<file path="src/rtl/vehicle_status_monitor.sv">
// rtl/vehicle_status_monitor.sv - qualified overheat, fuel and trip-distance status flags
module vehicle_status_monitor #(
    parameter int unsigned TEMP_W    = 8,
    parameter int unsigned TEMP_HOT  = 90,
    parameter int unsigned TEMP_COOL = 80,
    parameter int unsigned HOT_CNT   = 3,
    parameter int unsigned FUEL_W    = 8,
    parameter int unsigned DIST_W    = 16
) (
    input  logic              clk,
    input  logic              areset_n,
    input  logic              temp_valid,
    input  logic [TEMP_W-1:0] temp_sample,
    input  logic              refuel,
    input  logic [FUEL_W-1:0] refuel_level,
    input  logic              trip_start,
    input  logic [DIST_W-1:0] trip_dist,
    input  logic              keep_driving,
    output logic              cpu_overheated,
    output logic              gas_tank_empty,
    output logic              arrived,
    output logic [FUEL_W-1:0] fuel_level,
    output logic [DIST_W-1:0] dist_remaining
);

    // hot_cnt only ever holds 0..HOT_CNT-1: the sample that would reach HOT_CNT moves to HOT instead
    localparam int unsigned CNT_W = (HOT_CNT > 1) ? $clog2(HOT_CNT) : 1;
    localparam logic [CNT_W-1:0]  HOT_LAST = CNT_W'(HOT_CNT - 1);
    localparam logic [TEMP_W-1:0] HOT_TH   = TEMP_W'(TEMP_HOT);
    localparam logic [TEMP_W-1:0] COOL_TH  = TEMP_W'(TEMP_COOL);

    typedef enum logic {
        COOL = 1'b0,
        HOT  = 1'b1
    } state_t;

    state_t           state;
    logic [CNT_W-1:0] hot_cnt;
    logic             trip_active;
    logic             fuel_avail;
    logic             dist_avail;

    assign fuel_avail     = (fuel_level != '0);
    assign dist_avail     = (dist_remaining != '0);
    assign gas_tank_empty = ~fuel_avail;
    assign arrived        = trip_active & ~dist_avail;

    always_ff @(posedge clk or negedge areset_n) begin
        if (!areset_n) begin
            state          <= COOL;
            hot_cnt        <= '0;
            cpu_overheated <= 1'b0;
        end else begin
            case (state)
                COOL: begin
                    if (temp_valid) begin
                        if (temp_sample >= HOT_TH) begin
                            if (hot_cnt == HOT_LAST) begin
                                state          <= HOT;
                                hot_cnt        <= '0;
                                cpu_overheated <= 1'b1;
                            end else begin
                                hot_cnt <= hot_cnt + CNT_W'(1);
                            end
                        end else begin
                            hot_cnt <= '0;
                        end
                    end
                end
                HOT: begin
                    // Samples between the two thresholds hold the flag (hysteresis band)
                    if (temp_valid && (temp_sample <= COOL_TH)) begin
                        state          <= COOL;
                        hot_cnt        <= '0;
                        cpu_overheated <= 1'b0;
                    end
                end
                default: begin
                    state          <= COOL;
                    hot_cnt        <= '0;
                    cpu_overheated <= 1'b0;
                end
            endcase
        end
    end

    always_ff @(posedge clk or negedge areset_n) begin
        if (!areset_n) begin
            fuel_level <= '0;
        end else if (refuel) begin
            fuel_level <= refuel_level;
        end else if (keep_driving && fuel_avail) begin
            fuel_level <= fuel_level - FUEL_W'(1);
        end
    end

    // Distance only advances while there was fuel before this edge
    always_ff @(posedge clk or negedge areset_n) begin
        if (!areset_n) begin
            dist_remaining <= '0;
            trip_active    <= 1'b0;
        end else if (trip_start) begin
            dist_remaining <= trip_dist;
            trip_active    <= 1'b1;
        end else if (trip_active && keep_driving && dist_avail && fuel_avail) begin
            dist_remaining <= dist_remaining - DIST_W'(1);
        end
    end

endmodule
</file>
<file path="config.mk">
export PLATFORM = sky130hd
export DESIGN_NAME = vehicle_status_monitor
export DESIGN_NICKNAME = d
export VERILOG_FILES = /design/src/rtl/vehicle_status_monitor.sv
export SDC_FILE = /design/constraint.sdc
export NUM_CORES = 1
export LEC_CHECK = 0
export BUFFER_PORTS_ARGS = -buffer_cell sky130_fd_sc_hd__buf_2
export CAP_MARGIN = 20
export CORE_AREA = 3 3 62 64
export CTS_CLUSTER_SIZE = 24
export DETAILED_ROUTE_END_ITERATION = 10
export DIE_AREA = 0 0 65 67
export HOLD_SLACK_MARGIN = 0.15
export PLACE_DENSITY = 0.92
export SETUP_SLACK_MARGIN = 0.5
export SYNTH_ARGS = -nofsm -noshare
export SYNTH_HDL_FRONTEND = slang
export SYNTH_SLANG_ARGS = --single-unit
</file>
<file path="constraint.sdc">
create_clock -name clk -period 4.85 [get_ports clk]
set_input_delay 0.7275 -clock clk [delete_from_list [all_inputs] [get_ports clk]]
set_output_delay 0.7275 -clock clk [all_outputs]
set_load 0.02 [all_outputs]
</file>
# After elaboration in Yosys (flattened, before gate mapping)
# Cells that the tools add are included.
totals:
  reg_bits: 29
  latchBits: 0
  ram_bits: 0
  mem_bits_ro: 0
  inputBits: 38
  out_inout_bits: 27
  word_cells: 50
  n_memories: 0
classes:
  add_sub_neg: 3
  mul: 0
  n_div: 0
  magnitude_cmp: 2
  eq_ne: 5
  shift: 0
  mux: 19
  bitwise_logic: 4
  n_reduce_logical: 11
ops:
  columns: ["operator", "n"]
  rows:
  - ["$mux W16", 2]
  - ["$mux W8", 2]
  - ["$reduce_bool A16 Y1", 1]
  - ["$sub A16 B1 Y16 const B", 1]
  - ["$ge A8 B7 Y1 const B", 1]
  - ["$le A8 B7 Y1 const B", 1]
  - ["$mux W1", 8]
  - ["$mux W2", 4]
  - ["$reduce_bool A8 Y1", 1]
  - ["$sub A8 B1 Y8 const B", 1]
  - ["$ne A2 B2 Y1 const B", 3]
  - ["$logic_and A1 B1 Y1", 5]
  - ["$pmux W1 S2", 2]
  - ["$pmux W2 S2", 1]
  - ["$reduce_and A4 Y1", 1]
  - ["$reduce_bool A2 Y1", 2]
  - ["$not A1 Y1", 3]
  - ["$add A2 B1 Y2 const B", 1]
  - ["$eq A2 B2 Y1 const B", 1]
  - ["$ne A2 B1 Y1 const B", 1]
  - ["$reduce_and A2 Y1", 1]
  - ["$and A1 B1 Y1", 1]

# Longest topological paths before layout
depth:
  word_depth: 5
  ltp_mapped: 8
  depth_no_buf: 8

# Worst setup path before layout
# No wires, ideal clock.
synth_timing:
  path_kind: "reg-to-output"
  start: "register dist_remaining[0]"
  end: "output arrived"
  arrival_ps: 1851
  required_ps: 4123
  slack_ps: 2272
  path_stages_with_launch: 6
  path_buffers: 0
  path_cell_list: "dfrtp_1 -> inv_1 -> ha_1 -> or2b_2 -> or3_4 -> nor3_1"
synth_via:
  elab_chain_cells: 3
synth_rtl:
  columns: ["element", "line", "source"]
  rows:
  - ["from (decl)", "23", "output logic [DIST_W-1:0] dist_remaining"]
  - ["from (signal assigned)", "103", "dist_remaining <= trip_dist;"]
  - ["from (signal assigned)", "106", "dist_remaining <= dist_remaining - DIST_W'(1);"]
  - ["$reduce_bool A16 Y1", "44", "assign dist_avail = (dist_remaining != '0);"]
  - ["$not A1 Y1", "46", "assign arrived = trip_active & ~dist_avail;"]
  - ["$and A1 B1 Y1", "46", null]
  - ["to (decl)", "21", "output logic arrived,"]
# No other way between the ends.

# Worst setup path after layout
# Ends and elaborated chain as after synthesis.

==> results.py <==
metrics = {
    "clocking": {
        "cts_buffers": 5,
        "cts_resized": 0,
        "ctsHoldBuffers": 0,
        "clock_sinks": 29,
        "clock_latency_ns": 0.32,
        "cts_tree": "built",
        "clkTransAtPathRegs_ns": 0.09,
        "cts-root-buf": "clkbuf_4",
        "cts_setup_buffers": 0,
        "clockBufferDepth": 2,
        "ctsHtreeMaxLevel": 2,
    },
    "drt": {
        "drc": 0,
        "first_iter_violations": 110,
        "num_vias": 1735,
        "wl_per_cell_um": 14.01,
        "ant_nets": 0,
        "vias_per_cell": 5.726,
        "totalWireLength_um": 4244,
        "firstDrtPassIters": 5,
    },
    "job": {
        "drv_cap": 0,
    },
    "global_routing": {
        "grt.overflow.total": 0,
        "grt_max_degree": 30,
        "grt_use_total": 0.2032,
        "grt_pass1_wl_um": 6810,
        "grt_pass1_vias": 1634,
        "grt_antenna_before_repair": 0,
    },
    "synth": {
        "yosysTopAreaCell": "dfrtp_1",
        "synth_top_flop_cell": "dfrtp_1",
        "synth_top_area_frac": 0.4122,
        "synth_common_cells": "dfrtp_1, nand2_1, o21ai_0",
        "synth_cells": 190,
        "synth.avg_cell_area_um2": 9.265,
        "synth_nets": 231,
        "synth_most_common_cell": "dfrtp_1",
        "yosys_warnings": 0,
        "synth.distinct_cells": 49,
        "synth.yosys.seq_area_share": 0.4122,
        "ys_top_cells_by_area": "dfrtp_1, nand2_1, o21ai_0, xor2_1, nand3_1",
        "async_reset_ff_frac": 1.000,
        "synth_edf_count": 0,
        "synth_area_mm2": 0.001760,
        "synth_seq_cells": 29,
    },
    "pwr": {
        "power.internal_uw": 453.4,
        "cellPowerDensity_mw_per_mm2": 318.4,
        "p_sw_frac": 0.3493,
        "peakVddDrop_mv": 0.1886,
        "clkPwrFrac": 0.234,
        "leakage_uw": 0.001023,
        "totalPowerFinal_uw": 696.8,
        "switchingPower_uw": 243.4,
        "p_seq_frac": 0.468,
        "p_comb_frac": 0.298,
    },
    "timing": {
        "fin_skew_ns": 0.003700,
        "final.setup.tns_ns": 0,
        "rsz0062_at_grt": "no",
        "setup_viol": 0,
        "layout_min_cycle_time_ns": 2.761,
        "tightest_slew_ns": 0.6297,
        "fin_crit_sh": 0.5693,
        "max_freq_mhz": 362.2,
        "slew_headroom": 0.5802,
        "hold_violations": 0,
        "layout_setup_ws_ns": 2.089,
        "slew_viol_final": 0,
    },
    "critical_path": {
        "critical_path_class": "reg2out",
        "critPathMaxFanout": 4,
        "worstReg2RegStart": "fuel_level[1]",
        "crit_path_start_kind": "register",
        "arrival_ns": 2.03,
        "startpoint": "dist_remaining[0]",
        "worstPathRequired_ns": 4.12,
        "reg2reg_slack_ns": 2.57,
        "critPathCaptureType": "output port",
    },
    "floorplanning": {
        "die_w_um": 65,
        "io_pins": 65,
        "dieArea_mm2": 0.004355,
        "core_mm2": 0.003337,
        "rows": 21,
        "die_y_um": 67,
        "start_util": 0.5276,
    },
    "cells_and_area": {
        "instances_no_fill": 303,
        "drive_gt1_frac": 0.3463,
        "n_antenna_cell": 0,
        "areaGrowthSynthToFinish_pct": 24.31,
        "num-nets-final": 297,
    },
    "placed_design": {
        "gp_congestion": 0.8553,
        "dpl.hpwl_um": 3308,
        "pre_cts_ws_ns": 2.437,
        "port_buffers": 64,
        "dp_cells": 295,
    },
    "hold_path": {
        "hold_path.class": "in2async",
    },
    "status": {
        "status": "finished clean",
    },
}
-- worst max-delay path, stage by stage (launching register included) --
cell     delay, ns
dfrtp_1       0.41
inv_1         0.10
ha_1          0.18
or2b_2        0.34
or3_4         0.35
nor3_1        0.12
buf_2         0.19
-- per-stage QoR --
step           area (um^2)  hold WS [ns]  utilization
3_3_place_gp          2118        0.4726       0.6348
6_report              2188        0.4081       0.6558
4_1_cts               2188        0.4261       0.6558
2_1_floorplan         1760        0.4319            -
3_5_place_dp          2118        0.4826       0.6348
5_1_grt               2188        0.4691       0.6558
-- cell families after synthesis --
family | Yosys count | synth area share
mux | 6 | 0.03767
buf+inv | 14 | 0.03055
compound gates | 43 | 0.1713
fa+ha+maj | 3 | 0.02132
simple gates | 84 | 0.2722
flops | 29 | 0.4122
xor+xnor | 11 | 0.05473
-- cells in the final DEF (no fill, tap or decap), types with 4 or more instances in the layout --
cell and instances:
nand4_1 4, or4_1 4, xor2_1 7, nor2_1 9, buf_2 64, o21ai_0 15
mux2_2 5, nor3_1 6, nand2_1 26, xnor2_1 4, dfrtp_1 29, inv_1 9
clkbuf_4 5, nand3_1 12, a21oi_1 5
-- final cells by class --
class | count | area [um^2]
Timing Repair Buffer | 64 | 320.3
Clock buffer | 7 | 65.06
Multi-Input combinational cell | 147 | 980.9
Clock inverter | 1 | 5.005
Tap cell | 46 | 57.56
Fill cell | 281 | 1149
Inverter | 9 | 33.78
Sequential cell | 29 | 725.7
-- path summary, 6_finish.rpt --
kind                                           to  cells past startpoint
worst max-delay path                      arrived                      6
worst min-delay path                fuel_level[7]                      1
worst max register to register  dist_remaining[9]                      7
worst min register to register              state                      1
max in group asynchronous       dist_remaining[8]                      1
min in group clk                            state                      1
-- layer usage --
| metal | track usage | part of all wire | wire length (um) |
|---|---|---|---|
| met5 | 0 | 0 | 0 |
| met4 | 0.1055 | 0.034 | 146 |
| met3 | 0.03710 | 0.062 | 263 |
| met2 | 0.3576 | 0.48 | 2057 |
| met1 | 0.2344 | 0.42 | 1776 |
-- sequential cells by signal (all words and copies together) (netlist names) --
signal	flops
dist_remaining	16
fuel_level	8
hot_cnt	2
cpu_overheated	1
state	1
trip_active	1
-- power by group through the flow --
stage | registers [uW] | clock network [uW] | logic [uW]
2_1_floorplan | 357 | 0 | 103
3_3_place_gp | 325 | 0 | 202
3_5_place_dp | 329 | 0 | 209
4_1_cts | 325 | 167 | 210
5_1_grt | 332 | 177 | 229
6_report | 326 | 163 | 208
No activity file was read; power rests on OpenSTA's default activity.
